--- config.mk ---
export PLATFORM = sky130hd
export DESIGN_NAME = param_loader
export DESIGN_NICKNAME = d
export VERILOG_FILES = /design/src/rtl/param_loader.sv
export SDC_FILE = /design/constraint.sdc
export NUM_CORES = 1
export LEC_CHECK = 0
export ABC_CLOCK_PERIOD_IN_PS = 3900
export BUFFER_PORTS_ARGS = -buffer_cell sky130_fd_sc_hd__buf_2
export CORE_ASPECT_RATIO = 0.7
export CORE_UTILIZATION = 48
export CTS_CLUSTER_SIZE = 8
export DETAILED_ROUTE_END_ITERATION = 7
export PLACE_DENSITY = 0.85
export SYNTH_ARGS = -nofsm -noshare
export SYNTH_HDL_FRONTEND = slang
export SYNTH_SLANG_ARGS = --single-unit
--- constraint.sdc ---
create_clock -name clk -period 3.9 [get_ports clk]
set_clock_uncertainty 0.1 [all_clocks]
set_input_delay 1.17 -clock clk [delete_from_list [all_inputs] [get_ports clk]]
set_output_delay 1.17 -clock clk [all_outputs]
set_load 0.005 [all_outputs]
--- src/rtl/param_loader.sv ---
`default_nettype none
// ============================================================================
//  Module   : param_loader
//  Purpose  : Streams one of five weight regions out of a parameter memory
//             into a destination write port. A load is started by a level
//             request and completes with a one-cycle done pulse.
//  Revision : 1.0  initial release
// ============================================================================
module param_loader #(
    parameter int DATA_W = 16,
    parameter int ADDR_W = 14,
    parameter int LEN0   = 150,
    parameter int LEN1   = 2400,
    parameter int LEN2   = 12800,
    parameter int LEN3   = 4096,
    parameter int LEN4   = 320,
    parameter int BASE0  = 0,
    parameter int BASE1  = 150,
    parameter int BASE2  = 2550,
    parameter int BASE3  = 15350,
    parameter int BASE4  = 19446
) (
    input  logic              clk,
    input  logic              reset,
    input  logic              conv_weight1,
    input  logic              conv_weight2,
    input  logic              conv_weight3,
    input  logic              fc_weight1,
    input  logic              fc_weight2,
    output logic              mem_rd_en,
    output logic [ADDR_W-1:0] mem_addr,
    input  logic [DATA_W-1:0] mem_rdata,
    output logic              wr_en,
    output logic [2:0]        wr_sel,
    output logic [ADDR_W-1:0] wr_addr,
    output logic [DATA_W-1:0] wr_data,
    output logic              done_conv_weight1,
    output logic              done_conv_weight2,
    output logic              done_conv_weight3,
    output logic              done_fc_weight1,
    output logic              done_fc_weight2,
    output logic              busy
);

    function automatic int f_max(input int a, input int b);
        return (a > b) ? a : b;
    endfunction

    // Counter must be able to represent the largest region length.
    localparam int c_LEN_MAX = f_max(f_max(f_max(LEN0, LEN1), f_max(LEN2, LEN3)), LEN4);
    localparam int c_CNT_W   = (c_LEN_MAX < 2) ? 1 : $clog2(c_LEN_MAX + 1);

    localparam logic [2:0] c_IDLE    = 3'd0;
    localparam logic [2:0] c_READ    = 3'd1;
    localparam logic [2:0] c_DRAIN   = 3'd2;
    localparam logic [2:0] c_DONE    = 3'd3;
    localparam logic [2:0] c_RELEASE = 3'd4;

    logic [2:0]         r_state;
    logic [2:0]         r_region;
    logic [c_CNT_W-1:0] r_cnt;
    logic               r_wr_en;
    logic [2:0]         r_wr_sel;
    logic [ADDR_W-1:0]  r_wr_addr;

    logic [4:0]         w_req;
    logic               w_any_req;
    logic [2:0]         w_first;
    logic               w_req_held;
    logic [ADDR_W-1:0]  w_base;
    logic [c_CNT_W-1:0] w_last;
    logic               w_reading;
    logic               w_done;

    assign w_req     = {fc_weight2, fc_weight1, conv_weight3, conv_weight2, conv_weight1};
    assign w_any_req = |w_req;

    // Priority pick of the lowest-numbered active request.
    always_comb begin
        w_first = 3'd0;
        for (int i = 4; i >= 0; i--) begin
            if (w_req[i]) begin
                w_first = 3'(i);
            end
        end
    end

    // Per-region constants and the request that belongs to the latched region.
    always_comb begin
        w_base     = '0;
        w_last     = '0;
        w_req_held = 1'b0;
        case (r_region)
            3'd0: begin
                w_base     = ADDR_W'(BASE0);
                w_last     = c_CNT_W'(LEN0 - 1);
                w_req_held = conv_weight1;
            end
            3'd1: begin
                w_base     = ADDR_W'(BASE1);
                w_last     = c_CNT_W'(LEN1 - 1);
                w_req_held = conv_weight2;
            end
            3'd2: begin
                w_base     = ADDR_W'(BASE2);
                w_last     = c_CNT_W'(LEN2 - 1);
                w_req_held = conv_weight3;
            end
            3'd3: begin
                w_base     = ADDR_W'(BASE3);
                w_last     = c_CNT_W'(LEN3 - 1);
                w_req_held = fc_weight1;
            end
            3'd4: begin
                w_base     = ADDR_W'(BASE4);
                w_last     = c_CNT_W'(LEN4 - 1);
                w_req_held = fc_weight2;
            end
            default: begin
                w_base     = '0;
                w_last     = '0;
                w_req_held = 1'b0;
            end
        endcase
    end

    // A read is suppressed in the very cycle the owning request drops, so an
    // abort never issues a stray read.
    assign w_reading = (r_state == c_READ) && w_req_held;
    assign mem_rd_en = w_reading;
    assign mem_addr  = w_reading ? (w_base + ADDR_W'(r_cnt)) : '0;

    // Load sequencing: latch region, walk the counter, finish or abort.
    always_ff @(posedge clk) begin
        if (reset) begin
            r_state  <= c_IDLE;
            r_region <= 3'd0;
            r_cnt    <= '0;
        end else begin
            case (r_state)
                c_IDLE: begin
                    if (w_any_req) begin
                        r_region <= w_first;
                        r_cnt    <= '0;
                        r_state  <= c_READ;
                    end
                end
                c_READ: begin
                    if (!w_req_held) begin
                        r_state <= c_IDLE;
                    end else begin
                        r_cnt <= r_cnt + c_CNT_W'(1);
                        if (r_cnt == w_last) begin
                            r_state <= c_DRAIN;
                        end
                    end
                end
                c_DRAIN: begin
                    r_state <= w_req_held ? c_DONE : c_IDLE;
                end
                c_DONE: begin
                    r_state <= c_RELEASE;
                end
                c_RELEASE: begin
                    if (!w_req_held) begin
                        r_state <= c_IDLE;
                    end
                end
                default: begin
                    r_state <= c_IDLE;
                end
            endcase
        end
    end

    // Write side trails the read side by one cycle to match memory latency.
    always_ff @(posedge clk) begin
        if (reset) begin
            r_wr_en   <= 1'b0;
            r_wr_sel  <= 3'd0;
            r_wr_addr <= '0;
        end else begin
            r_wr_en   <= w_reading;
            r_wr_sel  <= r_region;
            r_wr_addr <= ADDR_W'(r_cnt);
        end
    end

    assign wr_en   = r_wr_en;
    assign wr_sel  = r_wr_sel;
    assign wr_addr = r_wr_addr;
    assign wr_data = mem_rdata;

    assign w_done            = (r_state == c_DONE);
    assign done_conv_weight1 = w_done && (r_region == 3'd0);
    assign done_conv_weight2 = w_done && (r_region == 3'd1);
    assign done_conv_weight3 = w_done && (r_region == 3'd2);
    assign done_fc_weight1   = w_done && (r_region == 3'd3);
    assign done_fc_weight2   = w_done && (r_region == 3'd4);
    assign busy              = (r_state != c_IDLE);

endmodule
`default_nettype wire

==> results_dict.tcl, run 1 <==
set metrics [dict create \
    drv_slew 0 \
    outcome "completed" \
    grt.overflow.total 0 \
    cts_made_buffers 5 \
    min_period_ns 3.80 \
    yosysTopAreaCell "dfxtp_1" \
    start_kind "register" \
    ys_ff_latch 38 \
    ys.flop_type "dfxtp_1" \
    placementRows 21 \
    critPathArrivalTime_ns 2.53 \
    slew_headroom_pct 58.6 \
    track_usage_pct 25.1 \
    hpwl_mm 4.64 \
    cts_tree "yes" \
    async_reset_ff_share_pct 0 \
    dp_slack_ns 0.0724 \
    min_path_type "reg2reg" \
    core_sq_um 4970 \
    synthTopCellsByArea "dfxtp_1 30%, ha_1 5.3%, mux2i_1 5.1%" \
    layout-drive-gt1-share_pct 27.0 \
    reg2regPathDepth 6 \
    antenna_found_initial 0 \
    grt_max_degree 36 \
    period_share_pct 97.5 \
    root_buffer "clkbuf_8" \
    startpoint "r_region[2]" \
    max-cap-violations 0 \
    num_io_pins 78 \
    synthCells 323 \
    dp_cells 415 \
    post_drt_via_cell_ratio 6.03 \
    synth_fp_nets 358 \
    clock-sinks 38 \
    total_power_mw 0.899 \
    critical_path_class "reg2out" \
    io_buffers 45 \
    layout_setup_ws_ns 0.0994 \
    endpoint "mem_addr[13]" \
    r2r_start "r_region[2]" \
    rr_endpoint "r_state[1]" \
    first_pass_iters 5 \
    nNetsFinal 390 \
    gp_congestion 0.910 \
    synth_cell_types 55 \
    drt_iter0_drc 282 \
    grt_pass1_wl_mm 11.0 \
    syn_to_final_growth_pct 19.1 \
    synth_edf_count 0 \
    yosys_warnings 0 \
    die_x_um 89.6 \
    peakVddDrop_v 0.000207 \
    rsz0062_at_grt "yes" \
    drt.antenna.violating_nets 0 \
    die_height_um 63.3 \
    syn-cell-area_sq_um 2580 \
    avgSynthCellArea_sq_um 7.98 \
    htree_num_levels 2 \
    wirelength_mm 6.86 \
    max_freq_ghz 0.263 \
    yosysSeqAreaShare_pct 29.5 \
    synth_top_area_share_pct 29.5 \
    initial_utilization_pct 51.9 \
    critPathCaptureType "output pin" \
    required_ns 2.63 \
    die_area_sq_um 5670 \
    p_per_area_nw_per_um2 293 \
    n_antenna_cell 0 \
    cts.path.max_buffers 2 \
    drc 0 \
    grt_pass1_vias 2263 \
    path_max_fanout 5 \
    clock_latency_ns 0.30 \
    ff2ff_setup_slack_ns 1.41 \
    final_cells 424 \
    wl_per_cell_um 16.2 \
    setup_viol 0 \
    hold_viol 0 \
    finalSetupTns_ns 0 \
    p_leak_nw 1.34 \
    clk_pin_slew_worst_paths_ns 0.08 \
    tightest_slew_ns 0.621 \
    via_count 2555 \
]
[layout by cell type, fill, tap and decap left out, types with 5 or more instances in the layout]
cell      count
buf_2        45
dfxtp_1      37
nor2_1       25
nand2_1      19
nor2b_1      18
a21oi_1      18
nand3_1      17
buf_4        15
mux2i_1      13
or3_1        13
inv_1        10
o21ai_0       7
nor3_1        7
xor2_1        6
and3_1        6
clkbuf_8      6
ha_4          5
[how the worst min path moves through the flow]
stage	start	end	slack, ns	cells after the start
global route	r_cnt[13]	wr_addr[13]	0.49	1
global placement	r_cnt[13]	r_cnt[13]	0.42	2
CTS	r_cnt[13]	r_cnt[13]	0.46	2
finish	r_cnt[13]	r_cnt[13]	0.45	2
floorplan	r_cnt[13]	r_cnt[13]	0.39	2
detailed placement	r_cnt[13]	r_cnt[13]	0.45	2
[registers in the layout, indices dropped and copies added, names as in the netlist]
name      cells
r_cnt        14
wr_addr      14
r_region      3
r_state       3
wr_sel        3
wr_en         1
[critical path: stages (launching register included)]
cell and delay, ns:
dfxtp_1 0.32, or3_4 0.40, and2_4 0.21, ha_4 0.17, fa_2 0.37, nand3_4 0.11, a221oi_4 0.07, o41ai_2 0.24
xnor2_1 0.16, nor2_1 0.05, buf_2 0.13
[layout make-up]
cell class	count	area (sq um)
fill	422	1900
multi-input combinational	240	1730
sequential	38	762
timing repair buffer	60	338
tap	69	86.3
clock buffer	6	82.6
inverter	10	37.5
clock inverter	1	30.0
[cells by family (layout without fill, tap and decap cells)]
group	after synthesis	in the layout	share of synthesized area, %
DFF	38	38	29.5
and+or+nand+nor	136	136	28.3
buffers and inverters	45	77	9.18
xor gates and xnor gates	10	10	3.40
adders and majority gates	12	12	6.12
AOI/OAI and AO/OA	68	68	18.0
muxes	14	14	5.49
[per-stage QoR]
stage / util, % / area, sq um / hold WS, ns
after global routing: 61.8 / 3070 / 0.485
after detailed placement: 56.1 / 2790 / 0.445
final: 61.8 / 3070 / 0.454
after CTS: 59.4 / 2950 / 0.460
after floorplan: - / 2580 / 0.387
after global placement: 56.1 / 2790 / 0.424
[what timing repair did]
| action | in CTS | in global routing |
|---|---|---|
| pin swaps | 6 | 7 |
| gates resized for setup | 10 | 23 |
| setup endpoints to repair | 7 | 8 |
| buffers inserted | 2 | 0 |
| hold buffers | 0 | 0 |
[synthesized netlist by cell type, types with 2 or more instances]
| master | number |
|---|---|
| and4_1 | 3 |
| o311ai_0 | 2 |
| nor2_1 | 26 |
| xor2_1 | 6 |
| nand2_1 | 22 |
| xnor2_1 | 4 |
| nand3b_1 | 3 |
| a22oi_1 | 2 |
| dfxtp_1 | 38 |
| a21o_1 | 4 |
| and3_1 | 6 |
| buf_4 | 16 |
| o22ai_1 | 2 |
| nand4_1 | 3 |
| nand3_1 | 18 |
| nor4_1 | 2 |
| nor3b_1 | 2 |
| a31oi_1 | 4 |
| ha_1 | 11 |
| a211oi_1 | 3 |
| nor3_1 | 8 |
| inv_1 | 10 |
| or4_1 | 3 |
| clkbuf_1 | 17 |
| a21boi_0 | 3 |
| or3_1 | 13 |
| and2_1 | 2 |
| nor2b_1 | 18 |
| o31ai_1 | 4 |
| a21oi_1 | 18 |
| o211ai_1 | 3 |
| mux2i_1 | 13 |
| o21ai_0 | 10 |
| nand2b_1 | 3 |
[power by group]
| part | switching [mW] | total (mW) | leakage, nW | internal (mW) |
|---|---|---|---|---|
| combinational | 0.0986 | 0.161 | 0.978 | 0.0626 |
| clock | 0.135 | 0.340 | 0.0573 | 0.205 |
| sequential | 0.00502 | 0.398 | 0.307 | 0.393 |
[per-layer routing]
metal  wire length (um)  GRT usage (%)  share of wire (%)
met5                  0              0                  0
met2               3030           36.1                 44
met3                618           6.55                9.0
met1               3090           36.0                 45
met4                113           7.94                1.6
(Power assumes the default switching activity.)
==> inputs of run 2 (changes only) <==
--- a/config.mk
+++ b/config.mk
@@ -5,13 +5,16 @@
 export SDC_FILE = /design/constraint.sdc
 export NUM_CORES = 1
 export LEC_CHECK = 0
+export ABC_AREA = 1
 export ABC_CLOCK_PERIOD_IN_PS = 3900
 export BUFFER_PORTS_ARGS = -buffer_cell sky130_fd_sc_hd__buf_2
+export CELL_PAD_IN_SITES_DETAIL_PLACEMENT = 0
+export CELL_PAD_IN_SITES_GLOBAL_PLACEMENT = 1
 export CORE_ASPECT_RATIO = 0.7
-export CORE_UTILIZATION = 48
+export CORE_UTILIZATION = 35
 export CTS_CLUSTER_SIZE = 8
 export DETAILED_ROUTE_END_ITERATION = 7
-export PLACE_DENSITY = 0.85
+export PLACE_DENSITY = 0.89
 export SYNTH_ARGS = -nofsm -noshare
 export SYNTH_HDL_FRONTEND = slang
 export SYNTH_SLANG_ARGS = --single-unit
==> constraint.sdc (replaced) <==
create_clock -name clk -period 3.9 [get_ports clk]
set_clock_uncertainty 0.1 [all_clocks]
set_input_delay 1.17 -clock clk [delete_from_list [all_inputs] [get_ports clk]]
set_output_delay 1.17 -clock clk [all_outputs]
set_load 0.05 [all_outputs]
==> run 2 against run 1 <==
Net effect: synthesized cell count increased by 24%; setup slack got worse by 0.040 ns; via count increased by 6.5%; final cell count grew 29%; first-iteration DRC count down 44%; combinational power rose to 2.6 times the previous value; clock power is 21% lower; synthesized area grew 0.97%; sequential power increased by 6.3%; non-clock buffer count rose by 9; routed wire length up 10%; critical path type unchanged; critical endpoint is now mem_addr[11]; highest routed layer unchanged.
==> results_dict.tcl, run 2 <==
set metrics [dict create \
    max_freq_ghz 0.260 \
    syn_to_final_growth_pct 25.5 \
    critPathArrivalTime_ns 2.57 \
    total_power_mw 1.11 \
    initial_utilization_pct 37.3 \
    synth.most_common_cell "nand2_1" \
    yosys_warnings 0 \
    clk_pin_slew_worst_paths_ns 0.08 \
    period_share_pct 98.5 \
    wl_per_cell_um 13.8 \
    synth_top_area_share_pct 29.2 \
    path_max_fanout 5 \
    crit_slowest_cell "dfxtp_2" \
    setup_viol 0 \
    clock-sinks 38 \
    grt_pass1_wl_mm 11.8 \
    reg2regPathDepth 9 \
    num_io_pins 78 \
    avgSynthCellArea_sq_um 6.49 \
    htree_num_levels 2 \
    synthTopCellsByArea "dfxtp_1 29%, nand2_1 13%, nor2_1 11%" \
    ys_ff_latch 38 \
    grt_pass1_vias 2355 \
    hpwl_mm 5.62 \
    syn-cell-area_sq_um 2600 \
    use_met2_pct 29.9 \
    ff2ff_setup_slack_ns 1.77 \
    final_common_cell "nand2_1" \
    critical_path_class "reg2out" \
    yosysTopAreaCell "dfxtp_1" \
    yosysSeqAreaShare_pct 29.2 \
    final_cells 546 \
    n_fill_cell 717 \
    post_drt_via_cell_ratio 4.99 \
    grt_util_met1_pct 28.8 \
    rsz0062_at_grt "yes" \
    required_ns 2.63 \
    antenna_found_initial 0 \
    outcome "completed" \
    synthCells 401 \
    max_stage_delay_ns 0.35 \
    dp_cells 532 \
    root_buffer "clkbuf_8" \
    start_kind "register" \
    wirelength_mm 7.55 \
    grt_max_degree 32 \
    n_antenna_cell 0 \
    core_sq_um 6980 \
    placementRows 25 \
    slew_headroom_pct 56.7 \
    via_count 2722 \
    finalSetupTns_ns 0 \
    p_per_area_nw_per_um2 339 \
    r2r_start "r_state[2]" \
    max-cap-violations 0 \
    drv_slew 0 \
    clock_latency_ns 0.30 \
    synth_fp_nets 436 \
    rr_endpoint "r_cnt[6]" \
    synth_edf_count 0 \
    io_buffers 45 \
    track_usage_pct 19.5 \
    min-delay-start "r_cnt[0]" \
    die_area_sq_um 7790 \
    holdPathEnd "r_cnt[0]" \
    drc 0 \
    layout_common_cells "85 x nand2_1, 69 x nor2_1, 42 x inv_1, 41 x buf_2, 35 x dfxtp_1" \
    peakVddDrop_v 0.000174 \
    ys.flop_type "dfxtp_1" \
    tightest_slew_ns 0.646 \
    p_leak_nw 1.48 \
    fin_util_pct 46.8 \
    min_path_type "reg2reg" \
    gp_congestion 0.863 \
    hold_depth 2 \
    cts.path.max_buffers 2 \
    synth_cell_types 41 \
    async_reset_ff_share_pct 0 \
    hold_viol 0 \
    drt.antenna.violating_nets 0 \
    cts_tree "yes" \
    first_pass_iters 5 \
    die_height_um 74.1 \
    cts_made_buffers 5 \
    synth_top_cells_by_count "91 x nand2_1, 73 x nor2_1, 43 x inv_1, 38 x dfxtp_1, 25 x a21oi_1" \
    top_usage_layer "met2" \
    layout-drive-gt1-share_pct 28.8 \
    use_met3_pct 3.51 \
    drt_iter0_drc 157 \
    min_period_ns 3.84 \
    path_cells "buf_6 > nand3_4 > nand2_4 > nor2_4 > nand2_4 > ha_4 > fa_2 > nand2_2 > o21ai_4 > nand2_1 > nand2_1 > a31oi_1 > xor2_1 > nor2_2 > buf_6" \
    die_x_um 105 \
    critPathCaptureType "output pin" \
    nNetsFinal 487 \
    grt.overflow.total 0 \
    fin_hold_ws_ns 0.415 \
]
-- run 2: changes by cell type in the layout (fill, tap and decap cells not counted), moves of 6 or more --
cell     change
buf_6        +6
and3_1       -6
mux2i_1     -13
nand3_1      +6
inv_1       +32
nand2_1     +66
nor2b_1     -18
nor2_1      +44
buf_4        +7
or3_1       -13
inv_2        +6
-- run 2: layout make-up --
| type | count | area [sq um] | share of cell area (%) |
|---|---|---|---|
| clock buffers | 5 | 68.8 | 2.11 |
| inverters | 50 | 193 | 5.90 |
| repair buffers | 69 | 438 | 13.4 |
| flip-flops and latches | 38 | 769 | 23.6 |
| multi-input cells | 288 | 1670 | 51.1 |
| well taps | 94 | 118 | 3.60 |
| clock inverters | 2 | 10.0 | 0.307 |
-- run 2: per-stage QoR --
| step | cell area [sq um] | setup WS, ns |
|---|---|---|
| final | 3260 | 0.0591 |
| after detailed placement | 2920 | -0.0986 |
| after floorplan | 2630 | -0.228 |
| after global placement | 2920 | 0.00920 |
| after CTS | 3160 | -0.0101 |
| after global routing | 3260 | -0.0714 |
-- run 2: logic make-up after synthesis --
family | after synthesis | share of synthesized area, %
fa+ha+maj | 12 | 6.06
simple gates | 218 | 36.1
buf+inv | 75 | 14.4
compound gates | 49 | 11.2
flops | 38 | 29.2
xor+xnor | 9 | 3.03
-- run 2: repair_timing --
| item | in CTS | in global routing |
|---|---|---|
| setup buffers | 2 | 5 |
| hold buffers | 0 | 0 |
| pin swaps | 12 | 13 |
| resized for setup | 33 | 18 |
| endpoints found under the setup margin | 9 | 9 |
-- run 2: per-layer routing --
metal	vias to the layer above	part of all wire, %
li1	1371	-
met1	1266	51
met2	78	42
met3	7	6.0
met4	0	0.60
met5	-	0
-- run 2: power breakdown --
group          internal, mW  total [mW]  leakage [nW]  switching [mW]
clock                 0.120       0.269        0.0438           0.149
sequential            0.406       0.423         0.310          0.0173
combinational         0.136       0.415          1.12           0.279
-- run 2: critical path, delay by kind of cell, from the launching register on --
family	cells	cell delay [ns]
compound gates	2	0.23
xor+xnor	1	0.19
buf+inv	2	0.28
flops	1	0.35
fa+ha+maj	2	0.53
simple gates	8	0.67
-- run 2: worst max path at each step --
| stage | from | end | cells after the start |
|---|---|---|---|
| after floorplan | fc_weight1 | mem_addr[3] | 6 |
| after global routing | r_region[1] | mem_addr[12] | 13 |
| after detailed placement | r_region[1] | mem_addr[11] | 15 |
| after global placement | r_region[0] | mem_addr[11] | 15 |
| final | r_region[1] | mem_addr[11] | 15 |
| after CTS | r_region[1] | mem_addr[11] | 15 |
